==> config.mk <==
export PLATFORM = sky130hd
export DESIGN_NAME = mem_stage
export DESIGN_NICKNAME = d
export VERILOG_FILES = /design/src/rtl/mem_stage_pkg.sv /design/src/rtl/mem_align.sv /design/src/rtl/mem_stage.sv
export SDC_FILE = /design/constraint.sdc
export NUM_CORES = 1
export LEC_CHECK = 0
export ABC_CLOCK_PERIOD_IN_PS = 2180
export CAP_MARGIN = 20
export CORE_MARGIN = 8
export CORE_UTILIZATION = 43
export CTS_CLUSTER_DIAMETER = 100
export CTS_CLUSTER_SIZE = 10
export DETAILED_ROUTE_END_ITERATION = 16
export PLACE_DENSITY_LB_ADDON = 0.1
export SLEW_MARGIN = 0
export SYNTH_ARGS = -nofsm -noshare
export SYNTH_HDL_FRONTEND = slang
export SYNTH_SLANG_ARGS = --single-unit
==> constraint.sdc <==
create_clock -name clk -period 2.18 [get_ports clk]
set_input_delay 0.327 -clock clk [delete_from_list [all_inputs] [get_ports clk]]
set_output_delay 0.327 -clock clk [all_outputs]
set_load 0.05 [all_outputs]
==> src/rtl/mem_stage_pkg.sv <==
// Shared definitions for the memory-access stage: aluop codes for the
// load/store family, bus widths, FSM encodings and small decode helpers.
package mem_stage_pkg;

   // Width of the aluop bus (`AluOpBus).
   localparam int ALU_OP_W  = 8;
   // Width of the data-bus byte-enable field (`DBusBeBus).
   localparam int DBUS_BE_W = 4;

   // Non-memory codes the stage passes straight through.
   localparam logic [ALU_OP_W-1:0] EXE_NOP_OP = 8'b0000_0000;
   localparam logic [ALU_OP_W-1:0] EXE_ADD_OP = 8'b0010_0000;

   // Load/store codes, shared with ex.
   localparam logic [ALU_OP_W-1:0] EXE_LB_OP  = 8'b1110_0000;
   localparam logic [ALU_OP_W-1:0] EXE_LH_OP  = 8'b1110_0001;
   localparam logic [ALU_OP_W-1:0] EXE_LW_OP  = 8'b1110_0011;
   localparam logic [ALU_OP_W-1:0] EXE_LBU_OP = 8'b1110_0100;
   localparam logic [ALU_OP_W-1:0] EXE_LHU_OP = 8'b1110_0101;
   localparam logic [ALU_OP_W-1:0] EXE_SB_OP  = 8'b1110_1000;
   localparam logic [ALU_OP_W-1:0] EXE_SH_OP  = 8'b1110_1001;
   localparam logic [ALU_OP_W-1:0] EXE_SW_OP  = 8'b1110_1011;

   // Memory FSM encodings.
   localparam logic [0:0] MEM_IDLE = 1'b0;
   localparam logic [0:0] MEM_BUSY = 1'b1;

   function automatic logic is_load(input logic [ALU_OP_W-1:0] op);
      case (op)
         EXE_LB_OP, EXE_LBU_OP, EXE_LH_OP, EXE_LHU_OP, EXE_LW_OP: is_load = 1'b1;
         default:                                                is_load = 1'b0;
      endcase
   endfunction

   function automatic logic is_store(input logic [ALU_OP_W-1:0] op);
      case (op)
         EXE_SB_OP, EXE_SH_OP, EXE_SW_OP: is_store = 1'b1;
         default:                         is_store = 1'b0;
      endcase
   endfunction

   function automatic logic is_mem_op(input logic [ALU_OP_W-1:0] op);
      is_mem_op = is_load(op) || is_store(op);
   endfunction

   // Halfwords need addr[0]=0, words need addr[1:0]=0; bytes never misalign.
   function automatic logic is_misaligned(input logic [ALU_OP_W-1:0] op,
                                          input logic [1:0]          addr_lo);
      case (op)
         EXE_LH_OP, EXE_LHU_OP, EXE_SH_OP: is_misaligned = addr_lo[0];
         EXE_LW_OP, EXE_SW_OP:             is_misaligned = (addr_lo != 2'b00);
         default:                          is_misaligned = 1'b0;
      endcase
   endfunction

endpackage

==> src/rtl/mem_align.sv <==
// Combinational data-path helper for mem_stage: store byte-lane steering and
// load byte/half extraction with sign or zero extension.
module mem_align
   import mem_stage_pkg::*;
(
   input  logic [ALU_OP_W-1:0]  st_op,
   input  logic [1:0]           st_addr_lo,
   input  logic [31:0]          st_data,
   output logic [DBUS_BE_W-1:0] st_be,
   output logic [31:0]          st_wdata,
   input  logic [ALU_OP_W-1:0]  ld_op,
   input  logic [1:0]           ld_addr_lo,
   input  logic [31:0]          ld_rdata,
   output logic [31:0]          ld_data
);

   logic [7:0]  ld_byte;
   logic [15:0] ld_half;

   // Store lanes: replicate the narrow datum across the word, enable only its lanes.
   always_comb begin
      st_be    = 4'hF;
      st_wdata = st_data;
      case (st_op)
         EXE_SB_OP: begin
            st_be    = 4'b0001 << st_addr_lo;
            st_wdata = {4{st_data[7:0]}};
         end
         EXE_SH_OP: begin
            st_be    = 4'b0011 << st_addr_lo;
            st_wdata = {2{st_data[15:0]}};
         end
         default: begin
            st_be    = 4'hF;
            st_wdata = st_data;
         end
      endcase
   end

   // Load extract: pick the addressed byte/half, then extend according to the op.
   always_comb begin
      case (ld_addr_lo)
         2'd0:    ld_byte = ld_rdata[7:0];
         2'd1:    ld_byte = ld_rdata[15:8];
         2'd2:    ld_byte = ld_rdata[23:16];
         default: ld_byte = ld_rdata[31:24];
      endcase
      ld_half = ld_addr_lo[1] ? ld_rdata[31:16] : ld_rdata[15:0];
      case (ld_op)
         EXE_LB_OP:  ld_data = {{24{ld_byte[7]}}, ld_byte};
         EXE_LBU_OP: ld_data = {24'h000000, ld_byte};
         EXE_LH_OP:  ld_data = {{16{ld_half[15]}}, ld_half};
         EXE_LHU_OP: ld_data = {16'h0000, ld_half};
         default:    ld_data = ld_rdata;
      endcase
   end

endmodule

==> src/rtl/mem_stage.sv <==
// Memory-access stage: latches ex results, runs load/store transactions on
// the req/ack data bus, flags misaligned accesses and aborts on ack timeout.
module mem_stage
   import mem_stage_pkg::*;
#(
   parameter int unsigned TIMEOUT = 256
) (
   input  logic                 clk,
   input  logic                 rst,
   input  logic [4:0]           ex_wd_i,
   input  logic                 ex_wreg_i,
   input  logic [31:0]          ex_wdata_i,
   input  logic [ALU_OP_W-1:0]  ex_aluop_i,
   input  logic [31:0]          ex_mem_addr_i,
   input  logic [31:0]          ex_reg2_i,
   output logic                 stallreq_o,
   output logic                 dbus_req_o,
   output logic                 dbus_we_o,
   output logic [31:0]          dbus_addr_o,
   output logic [DBUS_BE_W-1:0] dbus_be_o,
   output logic [31:0]          dbus_wdata_o,
   input  logic                 dbus_ack_i,
   input  logic [31:0]          dbus_rdata_i,
   output logic [4:0]           mem_wd_o,
   output logic                 mem_wreg_o,
   output logic [31:0]          mem_wdata_o,
   output logic                 misalign_o,
   output logic                 bus_err_o
);

   localparam int unsigned CNT_W = (TIMEOUT > 1) ? $clog2(TIMEOUT) : 1;

   logic [0:0]           state;
   logic [CNT_W-1:0]     tmo_cnt;
   logic [ALU_OP_W-1:0]  op_q;
   logic [4:0]           wd_q;
   logic                 wreg_q;
   logic [1:0]           addr_lo_q;

   logic                 ex_mem;
   logic                 ex_mis;
   logic                 issue;
   logic                 timeout_hit;
   logic [DBUS_BE_W-1:0] st_be;
   logic [31:0]          st_wdata;
   logic [31:0]          ld_data;

   mem_align u_align (
      .st_op      (ex_aluop_i),
      .st_addr_lo (ex_mem_addr_i[1:0]),
      .st_data    (ex_reg2_i),
      .st_be      (st_be),
      .st_wdata   (st_wdata),
      .ld_op      (op_q),
      .ld_addr_lo (addr_lo_q),
      .ld_rdata   (dbus_rdata_i),
      .ld_data    (ld_data)
   );

   // Decode the incoming ex op and the abort condition for the current cycle.
   always_comb begin
      ex_mem      = is_mem_op(ex_aluop_i);
      ex_mis      = ex_mem && is_misaligned(ex_aluop_i, ex_mem_addr_i[1:0]);
      issue       = (state == MEM_IDLE) && ex_mem && !ex_mis;
      timeout_hit = 1'b0;
      if (TIMEOUT != 0) begin
         timeout_hit = (state == MEM_BUSY) && !dbus_ack_i &&
                       (tmo_cnt == CNT_W'(TIMEOUT - 1));
      end
   end

   // Hold upstream while a request is being issued or is outstanding; ex may
   // advance in the very cycle the ack arrives.
   always_comb begin
      stallreq_o = 1'b0;
      if (!rst) begin
         stallreq_o = (state == MEM_IDLE) ? issue : !dbus_ack_i;
      end
   end

   // FSM, bus request latches, timeout counter and the mem_wb-facing registers.
   always_ff @(posedge clk) begin
      if (rst) begin
         state        <= MEM_IDLE;
         tmo_cnt      <= '0;
         op_q         <= '0;
         wd_q         <= '0;
         wreg_q       <= 1'b0;
         addr_lo_q    <= '0;
         dbus_req_o   <= 1'b0;
         dbus_we_o    <= 1'b0;
         dbus_addr_o  <= '0;
         dbus_be_o    <= '0;
         dbus_wdata_o <= '0;
         mem_wd_o     <= '0;
         mem_wreg_o   <= 1'b0;
         mem_wdata_o  <= '0;
         misalign_o   <= 1'b0;
         bus_err_o    <= 1'b0;
      end else begin
         misalign_o <= 1'b0;
         bus_err_o  <= 1'b0;
         case (state)
            MEM_IDLE: begin
               if (!ex_mem) begin
                  mem_wd_o    <= ex_wd_i;
                  mem_wreg_o  <= ex_wreg_i;
                  mem_wdata_o <= ex_wdata_i;
               end else if (ex_mis) begin
                  misalign_o <= 1'b1;
                  mem_wd_o   <= ex_wd_i;
                  mem_wreg_o <= 1'b0;
               end else begin
                  state        <= MEM_BUSY;
                  tmo_cnt      <= '0;
                  op_q         <= ex_aluop_i;
                  wd_q         <= ex_wd_i;
                  wreg_q       <= ex_wreg_i;
                  addr_lo_q    <= ex_mem_addr_i[1:0];
                  dbus_req_o   <= 1'b1;
                  dbus_we_o    <= is_store(ex_aluop_i);
                  dbus_addr_o  <= {ex_mem_addr_i[31:2], 2'b00};
                  dbus_be_o    <= st_be;
                  dbus_wdata_o <= st_wdata;
                  mem_wreg_o   <= 1'b0;
               end
            end
            default: begin
               if (dbus_ack_i) begin
                  state      <= MEM_IDLE;
                  dbus_req_o <= 1'b0;
                  mem_wd_o   <= wd_q;
                  mem_wreg_o <= wreg_q && is_load(op_q);
                  if (is_load(op_q)) begin
                     mem_wdata_o <= ld_data;
                  end
               end else if (timeout_hit) begin
                  state      <= MEM_IDLE;
                  dbus_req_o <= 1'b0;
                  bus_err_o  <= 1'b1;
                  mem_wreg_o <= 1'b0;
               end else begin
                  tmo_cnt    <= tmo_cnt + 1'b1;
                  mem_wreg_o <= 1'b0;
               end
            end
         endcase
      end
   end

endmodule

==> results of run 1 <==
cell families (layout without fill, tap and decap cells):
kind of cell,count (synthesis),count (layout),share of synthesized area
AO/OA/AOI/OAI,197,197,0.2003
XOR/XNOR,3,3,0.004306
adder cells (fa/ha/maj),1,1,0.002050
buffers and inverters,72,347,0.05043
flip-flops,133,133,0.4362
multiplexers,36,36,0.06642
other,1,2,0.0006144
AND/OR/NAND/NOR,315,315,0.2397
synthesized netlist by cell type, types with 5 or more instances:
cell type	number
sky130_fd_sc_hd__o21ai_0	18
sky130_fd_sc_hd__nor2_1	67
sky130_fd_sc_hd__o22ai_1	5
sky130_fd_sc_hd__nor2b_1	5
sky130_fd_sc_hd__o21a_1	5
sky130_fd_sc_hd__nand2_1	155
sky130_fd_sc_hd__a211oi_1	18
sky130_fd_sc_hd__o211ai_1	16
sky130_fd_sc_hd__nor4_2	10
sky130_fd_sc_hd__nor4_1	8
sky130_fd_sc_hd__and3_1	6
sky130_fd_sc_hd__inv_1	6
sky130_fd_sc_hd__nor3_1	29
sky130_fd_sc_hd__mux2i_1	27
sky130_fd_sc_hd__buf_2	15
sky130_fd_sc_hd__a21oi_1	101
sky130_fd_sc_hd__a311o_1	5
sky130_fd_sc_hd__dfxtp_1	133
sky130_fd_sc_hd__a31oi_1	6
sky130_fd_sc_hd__clkbuf_1	43
sky130_fd_sc_hd__nand2b_1	5
sky130_fd_sc_hd__mux2_2	6
sky130_fd_sc_hd__nand3_1	10
sky130_fd_sc_hd__a221oi_1	5
where the power goes:
part           switching [mW]  leakage, nW  internal [mW]
sequential             0.0361         1.08           2.50
combinational           0.511         2.13          0.467
clock                    1.05        0.324           2.15
through the flow:
stage | utilization | hold WS [ns]
finish | 0.7072 | 0.2947
global route | 0.7072 | 0.3024
CTS | 0.7062 | 0.3488
detailed placement | 0.6580 | 0.4461
global placement | 0.6580 | 0.4386
floorplan | - | 0.4323
state kept, by name, indices dropped and copies added (netlist names), 2 cells and up:
| register | cells |
|---|---|
| dbus_wdata_o | 32 |
| op_q | 8 |
| mem_wd_o | 5 |
| dbus_be_o | 4 |
| tmo_cnt | 8 |
| dbus_addr_o | 30 |
| mem_wdata_o | 32 |
| wd_q | 5 |
| addr_lo_q | 2 |
routing by layer:
| metal | GRT usage | up-vias |
|---|---|---|
| li1 | - | 3196 |
| met1 | 0.2790 | 2998 |
| met2 | 0.3684 | 237 |
| met3 | 0.08086 | 39 |
| met4 | 0.08945 | 0 |
| met5 | 0 | - |
worst max-delay path, stage by stage:
cell and delay [ns]:
sky130_fd_sc_hd__clkdlybuf4s50_1 0.52, sky130_fd_sc_hd__nor2b_1 0.20, sky130_fd_sc_hd__o211a_1 0.22, sky130_fd_sc_hd__a21oi_1 0.08, sky130_fd_sc_hd__buf_4 0.16, sky130_fd_sc_hd__nor2_4 0.09
sky130_fd_sc_hd__buf_8 0.16
what timing repair did:
item | CTS | global route
setup endpoints to repair | 1 | 1
pin swaps | 0 | 1
hold endpoints to repair | 0 | 0
buffers inserted | 0 | 1
resized for setup | 3 | 4
area by class of cell:
cell class                 instances  area (um^2)  share of cell area
clock buffer                      24        491.7             0.05009
clock inverter                     8        168.9             0.01721
inverter                           8        30.03            0.003059
multi-input combinational        554         3158              0.3217
sequential                       133         2664              0.2713
tap                              180        225.2             0.02294
timing repair buffer             307         3079              0.3137
worst min path at each step:
stage                           from          endpoint  slack [ns]  depth (start not counted)
finish                 ex_aluop_i[1]           op_q[1]        0.29                          3
global route           ex_aluop_i[1]           op_q[1]        0.30                          3
CTS                              rst        mem_wreg_o        0.35                          2
detailed placement           wd_q[4]           wd_q[4]        0.45                          2
global placement    dbus_wdata_o[10]  dbus_wdata_o[10]        0.44                          2
floorplan                    op_q[6]           op_q[6]        0.43                          2
==> out/results.ini, run 1 <==
[outcome]
status = finished, final reports clean

[sta]
timing.final.max_slew_violations = 0
clock-skew-final_ns = 0.007451
fmax_mhz = 482.1
fin_setup_tns_ns = 0
slew_headroom = 0.5220
setup_slack_ns = 0.1059
setup_viol_count_final = 0
grt_setup_unrepaired = no
hold_viol_final = 0
fin_crit_ns = 2.074
worstMarginPinSlew_ns = 0.7096
min_period_over_period = 0.9514

[worst_setup_path]
critPathKind = in2out
crit_path_max_fanout = 4
required_time_at_the_endpoint_of_the_critical_path_ns = 1.85
timing.critical_path.from_type = input port
reg2regPathDepth = 5
critical_path.reg2reg.startpoint = op_q[0]
rr_endpoint = mem_wdata_o[7]
critical_path_end = stallreq_o
startpoint = ex_aluop_i[0]
crit_end_element = output pin
critical_path_arrival_ns = 1.75
r2r_setup_slack_ns = 0.13

[yosys]
post_synth_num_cell_types = 55
synth.ff_latch_count = 133
post-synth-top-area-cell = sky130_fd_sc_hd__dfxtp_1
synthDominantCellAreaShare = 0.4362
synth-seq-area-share = 0.4362
synthTopCellsByArea = sky130_fd_sc_hd__dfxtp_1, sky130_fd_sc_hd__nand2_1, sky130_fd_sc_hd__a21oi_1
asyncSetResetFlopFracSynth = 0
synth_enable_flop_cells = 0
synth-warning-count = 0
mappedNetlistArea_um2 = 6103
synthesis.area_per_instance_um2 = 8.052
postSynth.topFlopCell = sky130_fd_sc_hd__dfxtp_1
synth_cells = 758

[drt]
wl_met2_mm = 10.18
dr.pass1.iters = 6
route.detailed.vias_per_inst = 5.329
drt_wl_total_mm = 21.53
met3_routed_wl_mm = 1.886
vias = 6470
highest-signal-layer = met4
ant_nets = 0
route.detailed.drc = 0
avgRoutedWirePerCell_um = 17.74
initialDrtViolationCount = 356
routedLengthMet1_mm = 8.878

[clock_tree]
number_of_buffers_created_by_cts = 17
cts_hold_buffers = 0
cts.root.buffer_cell = sky130_fd_sc_hd__clkbuf_16
cts_clock_pin_slew_for_the_worst_setup_and_hold_paths_ns = 0.06
clk-insertion-delay-late_ns = 0.41
cts_htree_levels = 4
tritoncts = built
clk_path_buf_depth = 2
clkSinkCount = 133

[power_and_ir_drop]
leakage_nw = 3.538
vdd_ir_drop_max_uv = 617.7
final_total_pwr_mw = 6.719
cellPowerDensity_nw_per_um2 = 684.4

[placement]
postPlaceCellArea_um2 = 9134
numPlacedInstances = 1182
detailed_place_hpwl_mm = 15.96
place_congestion = 0.8823
preCtsSetupSlack_ns = -0.1038
port-buffer-count = 253

[cells_and_area]
share_of_post_route_cells_with_drive_strength_above_1 = 0.1083
antennaDiodeCount = 0
layout.cells.most_common_list = sky130_fd_sc_hd__clkdlybuf4s50_1, sky130_fd_sc_hd__nand2_1, sky130_fd_sc_hd__dfxtp_1, sky130_fd_sc_hd__a21oi_1, sky130_fd_sc_hd__nor2_1
layout.cells.non_filler = 1214
final_net_count = 1167
layout-area-overhead-vs-synth_pct = 60.84
final_area_um2 = 9817
mostFrequentLayoutCell = sky130_fd_sc_hd__clkdlybuf4s50_1
layout.filler_cells = 1146

[floorplanning]
die_x_um = 135.1
pin_count = 256
placement_rows = 43
fp.coreArea_um2 = 13880
design.die.area_um2 = 18260
initial_utilization = 0.4397
die_h_um = 135.1

[global_routing]
global_route_wire_length_before_repair_mm = 33.64
grt_antenna_before_repair = 0
track_usage = 0.2306
grt_overflow = 0
maximum_number_of_pins_on_one_net_before_global_route_repair = 48
first_global_vias = 6161

[flow_run]
timing.max_cap.violations = 0

[min_path]
worst_hold_path_type = in2reg

Power figures use the tool's default switching activity.
==> inputs of run 2 (changes only) <==
--- a/config.mk
+++ b/config.mk
@@ -7,13 +7,13 @@
 export LEC_CHECK = 0
 export ABC_CLOCK_PERIOD_IN_PS = 2180
 export CAP_MARGIN = 20
-export CORE_MARGIN = 8
+export CORE_MARGIN = 4
 export CORE_UTILIZATION = 43
 export CTS_CLUSTER_DIAMETER = 100
 export CTS_CLUSTER_SIZE = 10
 export DETAILED_ROUTE_END_ITERATION = 16
-export PLACE_DENSITY_LB_ADDON = 0.1
-export SLEW_MARGIN = 0
+export PLACE_DENSITY_LB_ADDON = 0.2
+export SLEW_MARGIN = 20
 export SYNTH_ARGS = -nofsm -noshare
 export SYNTH_HDL_FRONTEND = slang
 export SYNTH_SLANG_ARGS = --single-unit
==> out/results.ini, run 2 (synthesis results as in run 1) <==
[cells_and_area]
final_net_count = 1153  ; was 1167
antennaDiodeCount = 0  ; unchanged
share_of_post_route_cells_with_drive_strength_above_1 = 0.09332  ; was 0.1083
layout.area.seq_um2 = 2664  ; unchanged
layout-area-overhead-vs-synth_pct = 56.70  ; was 60.84%
largest_registers_ranked_by_flip_flop_count = dbus_wdata_o x32, mem_wdata_o x32, dbus_addr_o x30  ; unchanged
layout.cells.most_common_list = sky130_fd_sc_hd__clkdlybuf4s50_1, sky130_fd_sc_hd__nand2_1, sky130_fd_sc_hd__dfxtp_1, sky130_fd_sc_hd__a21oi_1, sky130_fd_sc_hd__nor2_1  ; unchanged
final_area_um2 = 9564  ; was 9817 um^2
layout.filler_cells = 1162  ; was 1146
multi_input_comb_area_um2 = 3157  ; was 3158 um^2
mostFrequentLayoutCell = sky130_fd_sc_hd__clkdlybuf4s50_1  ; unchanged

[sta]
fmax_mhz = 475.3  ; was 482.1 MHz
clock-skew-final_ns = 0.006617  ; was 0.007451 ns
hold_viol_final = 0  ; unchanged
grt_setup_unrepaired = no  ; unchanged
worstMarginPinSlew_ns = 0.5777  ; was 0.7096 ns
setup_viol_count_final = 0  ; unchanged
setup_slack_ns = 0.07608  ; was 0.1059 ns
timing.final.max_slew_violations = 0  ; unchanged
fin_crit_ns = 2.104  ; was 2.074 ns
min_period_over_period = 0.9651  ; was 0.9514
slew_headroom = 0.6136  ; was 0.5220

[floorplanning]
placement_rows = 43  ; unchanged
initial_utilization = 0.4397  ; unchanged
die_h_um = 127.1  ; was 135.1 um
design.die.area_um2 = 16160  ; was 18260 um^2
die_x_um = 127.1  ; was 135.1 um
fp.coreArea_um2 = 13880  ; unchanged
pin_count = 256  ; unchanged

[placement]
preCtsSetupSlack_ns = -0.1251  ; was -0.1038 ns
place_congestion = 0.9047  ; was 0.8823
detailed_place_hpwl_mm = 14.64  ; was 15.96 mm
postPlaceCellArea_um2 = 9004  ; was 9134 um^2
port-buffer-count = 253  ; unchanged

[power_and_ir_drop]
leakage_nw = 3.411  ; was 3.538 nW
vdd_ir_drop_max_uv = 393.6  ; was 617.7 uV
cellPowerDensity_nw_per_um2 = 639.9  ; was 684.4 nW/um^2

[drt]
route.detailed.vias_per_inst = 5.373  ; was 5.329
ant_nets = 0  ; unchanged
drt_wl_total_mm = 20.00  ; was 21.53 mm
initialDrtViolationCount = 423  ; was 356
route.detailed.drc = 0  ; unchanged
avgRoutedWirePerCell_um = 16.69  ; was 17.74 um
dr.pass1.iters = 5  ; was 6
vias = 6437  ; was 6470

[worst_setup_path]
path_cells = clkdlybuf4s50_1 > and4b_1 > o211a_1 > a21oi_2 > nor2_1 > buf_6  ; was clkdlybuf4s50_1 > nor2b_1 > o211a_1 > a21oi_1 > buf_4 > nor2_4 > buf_8
timing.critical_path.from_type = input port  ; unchanged
crit_path_max_fanout = 4  ; unchanged
critical_path_arrival_ns = 1.78  ; was 1.75 ns
critical-path-slowest-cell = sky130_fd_sc_hd__clkdlybuf4s50_1  ; unchanged
critical_path.max_stage_delay_ns = 0.45  ; was 0.52 ns
required_time_at_the_endpoint_of_the_critical_path_ns = 1.85  ; about the same
startpoint = ex_aluop_i[5]  ; was ex_aluop_i[0]
critical_path_end = stallreq_o  ; unchanged
reg2regPathDepth = 7  ; was 5
critical_path.reg2reg.startpoint = addr_lo_q[1]  ; was op_q[0]
r2r_setup_slack_ns = 0.22  ; was 0.13 ns
crit_end_element = output pin  ; unchanged
critPathKind = in2out  ; unchanged
rr_endpoint = mem_wdata_o[28]  ; was mem_wdata_o[7]

[flow_run]
timing.max_cap.violations = 0  ; unchanged

[global_routing]
grt_antenna_before_repair = 1  ; was 0
track_usage = 0.2446  ; was 0.2306
maximum_number_of_pins_on_one_net_before_global_route_repair = 51  ; was 48
grt_overflow = 0  ; unchanged
first_global_vias = 6132  ; was 6161
global_route_wire_length_before_repair_mm = 31.91  ; was 33.64 mm

[outcome]
status = finished, final reports clean  ; unchanged

[clock_tree]
cts_post_setup_buffers_inserted = 0  ; unchanged
clkSinkCount = 133  ; unchanged
number_of_buffers_created_by_cts = 17  ; unchanged
clk_path_buf_depth = 2  ; unchanged
cts_clock_pin_slew_for_the_worst_setup_and_hold_paths_ns = 0.05  ; was 0.06 ns
clk-insertion-delay-late_ns = 0.42  ; was 0.41 ns
cts_hold_buffers = 0  ; unchanged
cts_htree_levels = 4  ; unchanged
cts.root.buffer_cell = sky130_fd_sc_hd__clkbuf_16  ; unchanged
tritoncts = built  ; unchanged

[min_path]
worst_hold_path_type = in2reg  ; unchanged

==> run 2: changes by cell type in the layout (fill, tap and decap cells not counted), sizes merged <==
| cell | previous run | this run |
|---|---|---|
| dlymetal6s2s | 1 | 2 |
| dlygate4sd2 | 1 | 0 |
| buf | 56 | 42 |
| clkinv | 5 | 6 |
| clkbuf | 24 | 25 |
| bufinv | 5 | 1 |
==> run 2: how the worst min path moves through the flow <==
stage | start | endpoint | slack (ns) | cells past startpoint
6_report | ex_aluop_i[1] | op_q[1] | 0.27 | 3
5_1_grt | ex_aluop_i[1] | op_q[1] | 0.29 | 3
4_1_cts | rst | dbus_addr_o[30] | 0.33 | 2
3_3_place_gp | dbus_wdata_o[27] | dbus_wdata_o[27] | 0.44 | 2
3_5_place_dp | dbus_wdata_o[13] | dbus_wdata_o[13] | 0.45 | 2
2_1_floorplan | op_q[6] | op_q[6] | 0.43 | 2
==> run 2: area by class of cell <==
class                           instances  share of cell area
Sequential cell                       133              0.2785
Tap cell                              180             0.02355
Timing Repair Buffer                  293              0.3087
Clock buffer                           25             0.05076
Clock inverter                          5            0.005233
Inverter                                8            0.003140
Multi-Input combinational cell        554              0.3301
==> run 2: per-stage QoR <==
step	hold WS, ns	TNS [ns]	utilization	instances	total power, mW
2_1_floorplan	0.4323	0	-	759	3.043
3_3_place_gp	0.4373	-1.052	0.6486	1168	3.541
3_5_place_dp	0.4455	-2.053	0.6486	1168	3.545
4_1_cts	0.3255	0	0.6877	1198	6.180
5_1_grt	0.2937	0	0.6890	1198	6.359
6_report	0.2740	0	0.6890	1198	6.120
==> run 2: per-layer routing <==
layer,global-route usage,vias to the layer above,routed length (um)
li1,-,3165,-
met1,0.3027,2969,8270
met2,0.3910,272,9296
met3,0.09741,29,2041
met4,0.08013,2,378
met5,0,-,13
==> run 2: repair_timing <==
action / CTS / global route
pin swaps: 0 / 1
endpoints found under the setup margin: 1 / 2
resized for setup: 1 / 6
cloned: 0 / 0
==> run 2: power by group <==
part / internal [mW] / total, mW / switching [mW] / leakage [nW]
logic: 0.457 / 0.960 / 0.503 / 2.06
registers: 2.50 / 2.54 / 0.0363 / 1.08
clock network: 1.64 / 2.62 / 0.985 / 0.267
==> run 2: worst max-delay path, delay by kind of cell <==
| kind | cells | cell delay, ns |
|---|---|---|
| buffers and inverters | 2 | 0.64 |
| AND/OR/NAND/NOR | 2 | 0.46 |
| AO/OA/AOI/OAI | 2 | 0.34 |
